File: config.mk
export PLATFORM = sky130hd
export DESIGN_NAME = mem_writeback
export DESIGN_NICKNAME = d
export VERILOG_FILES = /design/src/rtl/mem_writeback.sv
export SDC_FILE = /design/constraint.sdc
export NUM_CORES = 1
export LEC_CHECK = 0
export ABC_AREA = 1
export CAP_MARGIN = 20
export CORE_MARGIN = 2
export CORE_UTILIZATION = 40
export DETAILED_ROUTE_END_ITERATION = 7
export GPL_ROUTABILITY_DRIVEN = 1
export PLACE_DENSITY = 0.73
export SETUP_SLACK_MARGIN = 0.3
export SYNTH_ARGS = -nofsm -noshare
export SYNTH_HDL_FRONTEND = slang
export SYNTH_SLANG_ARGS = --single-unit
File: constraint.sdc
create_clock -name clk -period 4.1 [get_ports clk]
set_clock_uncertainty 0.15 [all_clocks]
set_input_delay 0.82 -clock clk [delete_from_list [all_inputs] [get_ports clk]]
set_output_delay 0.82 -clock clk [all_outputs]
set_load 0.02 [all_outputs]
File: src/rtl/mem_writeback.sv
// Memory/writeback stage: one bus access per load/store, load alignment and extension,
// single-cycle ALU writeback, and misaligned / illegal / timeout exception pulses.
// state  | meaning
// S_IDLE | accepting ops; ALU results written back the next cycle
// S_REQ  | bus request held stable until mem_gnt
// S_WAIT | load granted, waiting for mem_rvalid
module mem_writeback #(
  parameter int XLEN    = 32,
  parameter int TIMEOUT = 16
) (
  input  logic              clk,
  input  logic              rst,
  input  logic              ex_valid,
  output logic              ex_ready,
  input  logic [4:0]        ex_rd,
  input  logic              ex_reg_w_en,
  input  logic              ex_load,
  input  logic              ex_store,
  input  logic [2:0]        ex_f3,
  input  logic [XLEN-1:0]   ex_result,
  input  logic [XLEN-1:0]   ex_wdata,
  output logic              mem_req,
  output logic              mem_we,
  output logic [XLEN-1:0]   mem_addr,
  output logic [XLEN/8-1:0] mem_be,
  output logic [XLEN-1:0]   mem_wdata,
  input  logic              mem_gnt,
  input  logic              mem_rvalid,
  input  logic [XLEN-1:0]   mem_rdata,
  output logic              wb_en,
  output logic [4:0]        wb_reg,
  output logic [XLEN-1:0]   wb_val,
  output logic              exc_valid,
  output logic [1:0]        exc_code
);
  localparam int NB   = XLEN / 8;
  localparam int OFFW = $clog2(NB);
  localparam int CW   = $clog2(TIMEOUT + 1);

  typedef enum logic [1:0] {S_IDLE, S_REQ, S_WAIT} state_t;

  state_t          state_q, state_d;
  logic [CW-1:0]   cnt_q, cnt_d;
  logic            mem_req_q, mem_req_d, mem_we_q, mem_we_d;
  logic [XLEN-1:0] mem_addr_q, mem_addr_d, mem_wdata_q, mem_wdata_d;
  logic [NB-1:0]   mem_be_q, mem_be_d;
  logic            wb_en_q, wb_en_d, exc_valid_q, exc_valid_d;
  logic [4:0]      wb_reg_q, wb_reg_d, rd_q, rd_d;
  logic [XLEN-1:0] wb_val_q, wb_val_d;
  logic [1:0]      exc_code_q, exc_code_d;
  logic [2:0]      f3_q, f3_d;
  logic [OFFW-1:0] off_q, off_d;

  logic            f3_ok, illegal, misaligned, expired;
  logic [2:0]      align_mask;
  logic [OFFW-1:0] off;
  logic [NB-1:0]   be_base;
  logic [XLEN-1:0] st_mask, ld_sh, ld_val;
  logic [CW-1:0]   cnt_inc;

  always_comb begin
    off = ex_result[OFFW-1:0];
    f3_ok = 1'b0;
    if (ex_load) begin
      case (ex_f3)
        3'b000, 3'b001, 3'b010, 3'b100, 3'b101: f3_ok = 1'b1;
        3'b011, 3'b110:                         f3_ok = (XLEN == 64);
        default:                                f3_ok = 1'b0;
      endcase
    end else begin
      f3_ok = (ex_f3 == 3'b011) ? (XLEN == 64) : !ex_f3[2];
    end
    illegal = (ex_load && ex_store) || !f3_ok;

    case (ex_f3[1:0])
      2'd0:    begin align_mask = 3'b000; be_base = NB'(1);    st_mask = XLEN'(8'hFF);         end
      2'd1:    begin align_mask = 3'b001; be_base = NB'(3);    st_mask = XLEN'(16'hFFFF);      end
      2'd2:    begin align_mask = 3'b011; be_base = NB'(4'hF); st_mask = XLEN'(32'hFFFF_FFFF); end
      default: begin align_mask = 3'b111; be_base = '1;        st_mask = '1;                   end
    endcase
    misaligned = |(ex_result[2:0] & align_mask);

    // load data is extracted with the offset and size captured at accept time
    ld_sh = mem_rdata >> {off_q, 3'b000};
    case (f3_q)
      3'b000:  ld_val = XLEN'($signed(ld_sh[7:0]));
      3'b001:  ld_val = XLEN'($signed(ld_sh[15:0]));
      3'b010:  ld_val = XLEN'($signed(ld_sh[31:0]));
      3'b100:  ld_val = XLEN'(ld_sh[7:0]);
      3'b101:  ld_val = XLEN'(ld_sh[15:0]);
      3'b110:  ld_val = XLEN'(ld_sh[31:0]);
      default: ld_val = ld_sh;
    endcase

    cnt_inc = cnt_q + CW'(1);
    expired = (cnt_inc == CW'(TIMEOUT));
  end

  always_comb begin
    state_d     = state_q;
    cnt_d       = cnt_q;
    mem_req_d   = mem_req_q;
    mem_we_d    = mem_we_q;
    mem_addr_d  = mem_addr_q;
    mem_be_d    = mem_be_q;
    mem_wdata_d = mem_wdata_q;
    wb_en_d     = 1'b0;
    wb_reg_d    = wb_reg_q;
    wb_val_d    = wb_val_q;
    exc_valid_d = 1'b0;
    exc_code_d  = exc_code_q;
    rd_d        = rd_q;
    f3_d        = f3_q;
    off_d       = off_q;
    case (state_q)
      S_IDLE: begin
        if (ex_valid && ex_ready) begin
          if (!ex_load && !ex_store) begin
            wb_en_d  = ex_reg_w_en && (ex_rd != 5'd0);
            wb_reg_d = ex_rd;
            wb_val_d = ex_result;
          end else if (illegal) begin
            exc_valid_d = 1'b1;
            exc_code_d  = 2'b11;
          end else if (misaligned) begin
            exc_valid_d = 1'b1;
            exc_code_d  = 2'b01;
          end else begin
            state_d     = S_REQ;
            cnt_d       = '0;
            mem_req_d   = 1'b1;
            mem_we_d    = ex_store;
            mem_addr_d  = {ex_result[XLEN-1:OFFW], OFFW'(0)};
            mem_be_d    = be_base << off;
            mem_wdata_d = ex_store ? (ex_wdata & st_mask) << {off, 3'b000} : '0;
            rd_d        = ex_rd;
            f3_d        = ex_f3;
            off_d       = off;
          end
        end
      end
      S_REQ: begin
        cnt_d = cnt_inc;
        // a load granted on the last allowed cycle cannot finish in time
        if (mem_gnt && (mem_we_q || !expired)) begin
          mem_req_d = 1'b0;
          state_d   = mem_we_q ? S_IDLE : S_WAIT;
        end else if (expired) begin
          mem_req_d   = 1'b0;
          state_d     = S_IDLE;
          exc_valid_d = 1'b1;
          exc_code_d  = 2'b10;
        end
      end
      S_WAIT: begin
        cnt_d = cnt_inc;
        if (mem_rvalid) begin
          wb_en_d  = (rd_q != 5'd0);
          wb_reg_d = rd_q;
          wb_val_d = ld_val;
          state_d  = S_IDLE;
        end else if (expired) begin
          state_d     = S_IDLE;
          exc_valid_d = 1'b1;
          exc_code_d  = 2'b10;
        end
      end
      default: state_d = S_IDLE;
    endcase
  end

  always_ff @(posedge clk) begin
    if (rst) begin
      state_q     <= S_IDLE;
      cnt_q       <= '0;
      mem_req_q   <= 1'b0;
      mem_we_q    <= 1'b0;
      mem_addr_q  <= '0;
      mem_be_q    <= '0;
      mem_wdata_q <= '0;
      wb_en_q     <= 1'b0;
      wb_reg_q    <= '0;
      wb_val_q    <= '0;
      exc_valid_q <= 1'b0;
      exc_code_q  <= '0;
      rd_q        <= '0;
      f3_q        <= '0;
      off_q       <= '0;
    end else begin
      state_q     <= state_d;
      cnt_q       <= cnt_d;
      mem_req_q   <= mem_req_d;
      mem_we_q    <= mem_we_d;
      mem_addr_q  <= mem_addr_d;
      mem_be_q    <= mem_be_d;
      mem_wdata_q <= mem_wdata_d;
      wb_en_q     <= wb_en_d;
      wb_reg_q    <= wb_reg_d;
      wb_val_q    <= wb_val_d;
      exc_valid_q <= exc_valid_d;
      exc_code_q  <= exc_code_d;
      rd_q        <= rd_d;
      f3_q        <= f3_d;
      off_q       <= off_d;
    end
  end

  assign ex_ready  = (state_q == S_IDLE) && !rst;
  assign mem_req   = mem_req_q;
  assign mem_we    = mem_we_q;
  assign mem_addr  = mem_addr_q;
  assign mem_be    = mem_be_q;
  assign mem_wdata = mem_wdata_q;
  assign wb_en     = wb_en_q;
  assign wb_reg    = wb_reg_q;
  assign wb_val    = wb_val_q;
  assign exc_valid = exc_valid_q;
  assign exc_code  = exc_code_q;

endmodule

* After elaboration in Yosys (flattened, before gate mapping)
Index checks and enable logic that the tools add are counted.
** Word-level totals
- Register bits after elaboration :: 126
- Latch bits :: 0
- Bits in writable memories :: 0
- Memory bits (read-only) :: 0
- Input port bits :: 112
- Output and inout bits :: 112
- Logic and storage cells :: 137
- Memories :: 0
** Cells by class
- Add/sub/neg operators :: 1
- $mul :: 0
- Divide/modulo/power cells :: 0
- Order comparisons :: 0
- Eq/ne operators :: 23
- Shift operators :: 3
- Mux-type cells :: 57
- Bitwise gates (word level) :: 5
- Reductions and logical operators :: 33
** Operators by type and width (count)
- two-way mux 32 bit :: 4
- case mux 32 bit (2 select lines) :: 2
- case mux 32 bit (4 select lines) :: 1
- two-way mux 5 bit :: 7
- bitwise AND 32 bit :: 1
- << shifter 32 x 5 -> 32 bit :: 1
- right shift 32 x 5 -> 32 bit :: 1
- two-way mux 2 bit :: 15
- case mux 5 bit (2 select lines) :: 2
- two-way mux 1 bit :: 19
- != test 2 bit, second input constant :: 8
- equality test 3 bit, second input constant :: 4
- case mux 2 bit (3 select lines) :: 2
- AND reduction 6 bit :: 2
- AND reduction 5 bit :: 2
- nonzero test 5 bit :: 2
- case mux 3 bit (3 select lines) :: 1
- case mux 4 bit (2 select lines) :: 1
- AND reduction 4 bit :: 2
- equality test 3 x 1 -> 1 bit, second input constant :: 2
- equality test 3 x 2 -> 1 bit, second input constant :: 2
- logical AND 1 bit :: 6
- zero test 1 bit :: 6
- zero test 3 bit :: 2
- other kinds (17) :: 27

* Depth between registers and ports, before layout
- Depth in word-level cells :: 10
- Gate-level depth with buffers :: 14
- Gate-level depth less buffers :: 12

* Worst setup path after synthesis
OpenSTA, ideal clock, no wires.
- Path kind :: input to output
- Start point :: input port rst
- End point :: output port ex_ready
- Data arrival time :: 1756 ps
- Required time :: 3130 ps
- Path slack :: 1374 ps
- Stages :: 4
- Buffers on the path :: 3
- Cell sequence :: buf_2 clkbuf_1 clkbuf_1 nor2_1
** On the way
- Longest elaborated chain between the ends :: 2
** RTL lines
- from (decl) :: RTL line 12 : input logic rst,
- zero test 1 bit :: RTL line 208 : assign ex_ready = (state_q == S_IDLE) && !rst;
- logical AND 1 bit :: RTL line 208
- to (decl) :: RTL line 14 : output logic ex_ready,
Every way passes these cells.

* Final worst setup path
- Start point :: input port ex_f3[1]
- End point :: register rd_q[4]
** On the way
- Longest elaborated chain between the ends :: 8
- Elaborated cells between the ends (all ways) :: 21
- Those cells by class :: eq/ne (7); mux (4); bitwise (3); reduce/logical (7)
** RTL lines
- from (decl) :: RTL line 19 : input logic [2:0] ex_f3,
- equality test 3 x 1 -> 1 bit (tied with other cells) :: RTL line 65 : case (ex_f3)
- OR reduction 5 bit :: RTL line 65
- two-way mux 1 bit :: RTL line 65
- two-way mux 1 bit :: RTL line 64 : if (ex_load) begin
- zero test 1 bit :: RTL line 73 : illegal = (ex_load && ex_store) || !f3_ok;
- logical OR 1 bit :: RTL line 73
- NOT 1 bit (no line)
- AND reduction 5 bit (no line) (*)
- to (signal assigned) :: RTL line 202 : rd_q <= rd_d;
- to (decl) :: RTL line 48 : logic [4:0] wb_reg_q, wb_reg_d, rd_q, rd_d;
Every way passes the cells marked *; elsewhere a longest branch is shown, timed or not.
A chain may end at the register's enable or synchronous reset.

==> summary.md <==
| Metric | Value |
|---|---|
| Status | finished clean |
| Congestion Overflow GR | 0 |
| Design Area, Final | 9090 µm² |
| Htree depth | 4 |
| Share of layout cells above drive strength 1 | 7.88% |
| Total power draw | 3.33 mW |
| Post-synthesis sequential area ratio | 40.4% |
| Max FO, Critical Path | 22 |
| IO buf count | 221 |
| Seq pwr share | 38.6% |
| R2r endpoint | wb_val[15] |
| Core Region | 15,300 µm² |
| ANT nets after route | 0 |
| Setup TNS | 0 ns |
| Max Fclk | 314 MHz |
| Int Pwr | 2.45 mW |
| Commonest cells in the netlist | nand2_1 (187), dfxtp_1 (126), o21ai_0 (112) |
| Clk slew on worst S/H paths | 0.06 ns |
| Crit start category | primary input |
| DR vias/cell | 5.15 |
| Syn_area_per_cell | 6.99 µm² |
| Io pins | 224 |
| P&R area growth vs syn | 45.5% |
| Drt pass-1 iters | 5 |
| Peak supply drop | 0.322 mV |
| Hold depth | 2 |
| Syn Std Cell Area | 6250 µm² |
| RSZ-0062 raised after global routing | false |
| First-pass GRT wire length | 32.3 mm |
| Distinct cells, synth | 42 |
| Number of global-route vias before repair | 6,060 |
| Largest net degree at the start of global routing | 79 |
| Root Driver | clkbuf_16 |
| Main synth FF type | dfxtp_1 |
| Routed WL | 21.0 mm |
| Nets@finish | 1,196 |
| WS Path Type | in -> reg |
| Clock sinks | 126 |
| Fin. Hold Viols | 0 |
| Initial antenna violation count | 0 |
| Hold_sp | mem_req |
| Yosys warns | 0 |
| Post-cts gate resize count | 0 |
| Setup crit end kind | flip-flop |
| Starting Density | 41.0% |
| Die X | 129 µm |
| Final setup violation count | 0 |
| # rows | 45 |
| Vias | 6,712 |
| Post-synth EDFFs | 0 |
| DP Wirelength | 14.8 mm |
| Placed cell area | 8480 µm² |
| TritonCTS Buffers | 17 |
| Fin crit period | 3.18 ns |
| Die height | 129 µm |
| Period utilisation layout | 77.6% |
| Tightest Hold Check Type | reg -> reg |
| R2r startpoint | off_q[0] |
| Starting DRT DRC Count | 514 |
| CTS tree | done |
| Arr. time, crit path | 3.39 ns |
| Top cells by area, synth | dfxtp_1 (40%), nand2_1 (11%), o21ai_0 (9.0%) |
| Combinational Power Share | 14.3% |
| Post-synthesis async set-or-reset flop share | 0% |
| Worst Path Required | 4.31 ns |
| Reg2Reg Depth | 9 |
| Clk Latency, worst-skew pair | 0.42 ns |
| Setup bufs post-CTS | 0 |
| Final Util | 59.6% |
| Pwr Density | 366 nW/µm² |
| GPL Wtd Cong | 0.880 |
| Count leader, synth | nand2_1 |
| Worst R2R Setup Slack | 1.02 ns |
| Yosys top cell by area | dfxtp_1 |
| Switching portion of total power | 26.5% |
| Routed len/inst | 16.1 µm |
| Hold WS | 0.298 ns |
| ANT cells | 0 |
| Bufs on Longest Clock Path | 2 |
| All-Layer GR Usage | 24.8% |
| Post-route DRC | 0 |
| Post-synthesis cell count | 894 |
| Total Die Area | 16,600 µm² |
| Slew HR | 33.5% |
| Slew Limit Fails | 0 |
| Leakage power | 3.42 nW |
| Max cap viols | 0 |
| Hold EP | mem_req |
| Synthesized flop and latch total | 126 |
| Clock power frac | 47.1% |
| Worst slew pin tran | 0.994 ns |
| CTS hold repair buffers | 0 |
| Net Switching | 0.882 mW |
| Top cell type's share of synthesized area | 40.4% |
-- power by group through the flow --
stage / logic [mW] / registers [mW] / clock network (mW)
global placement: 0.472 / 1.31 / 0
detailed placement: 0.473 / 1.31 / 0
global route: 0.519 / 1.29 / 1.65
floorplan: 0.197 / 1.35 / 0
finish: 0.477 / 1.29 / 1.57
CTS: 0.476 / 1.29 / 1.59
-- logic make-up (layout without fill, tap and decap cells) --
family | count (synthesis) | after routing | share of synthesized area, %
and+or+nand+nor | 377 | 377 | 25.9
AOI/OAI and AO/OA | 279 | 279 | 25.0
DFF | 126 | 126 | 40.4
buffers and inverters | 106 | 303 | 7.69
adders and majority gates | 5 | 5 | 1.00
other | 1 | 2 | 0.0600
-- cells in the final DEF (no fill, tap or decap), types with 5 or more instances in the layout --
| cell | count |
|---|---|
| nand2_1 | 187 |
| nand2_2 | 10 |
| clkbuf_16 | 17 |
| inv_1 | 30 |
| clkdlybuf4s50_1 | 220 |
| a21oi_1 | 97 |
| o22ai_1 | 7 |
| nand3_1 | 48 |
| clkinv_4 | 5 |
| a22oi_1 | 14 |
| buf_4 | 11 |
| o211ai_1 | 17 |
| a21oi_2 | 12 |
| o21ai_0 | 112 |
| inv_2 | 6 |
| dfxtp_1 | 126 |
| o21ai_1 | 8 |
| nor2_1 | 107 |
| nor3_1 | 8 |
| a31oi_1 | 5 |
-- worst max-delay path by stage --
stage,end,slack (ns),cells after the start,start
CTS,rd_q[4],0.93,9,ex_f3[1]
global route,wb_val[15],0.70,9,off_q[0]
global placement,rd_q[4],0.51,9,ex_f3[1]
floorplan,ex_ready,1.37,4,rst
finish,rd_q[4],0.92,9,ex_f3[1]
detailed placement,rd_q[4],0.50,9,ex_f3[1]
-- layer usage --
layer  GRT usage (%)  part of all wire, %  vias up  routed length, µm
li1                -                    -     3406                  -
met1            33.6                   44     3035               9290
met2            38.3                   46      243               9610
met3            7.44                  7.8       28               1630
met4            7.48                  2.1        0                446
met5               0                    0        -                  0
-- final cells by class --
cell class	count	area, µm²
Inverter	39	150
Multi-Input combinational cell	663	3250
Clock buffer	17	425
Fill cell	1434	6170
Timing Repair Buffer	232	2290
Clock inverter	15	186
Tap cell	211	264
Sequential cell	126	2520
-- critical path: stages --
cell             delay (ns)
clkdlybuf4s50_1        0.68
nor2_1                 0.31
inv_2                  0.14
o211ai_2               0.15
nand3_4                0.28
inv_2                  0.43
buf_4                  0.32
o21ai_0                0.10
a21oi_1                0.14
-- through the flow --
step,worst slack (ns),std cells
final,0.916,1303
after global routing,0.696,1303
after CTS,0.927,1303
after detailed placement,0.500,1271
after global placement,0.512,1271
after floorplan,1.37,895
Note: power is estimated with default switching activity, not from simulation.
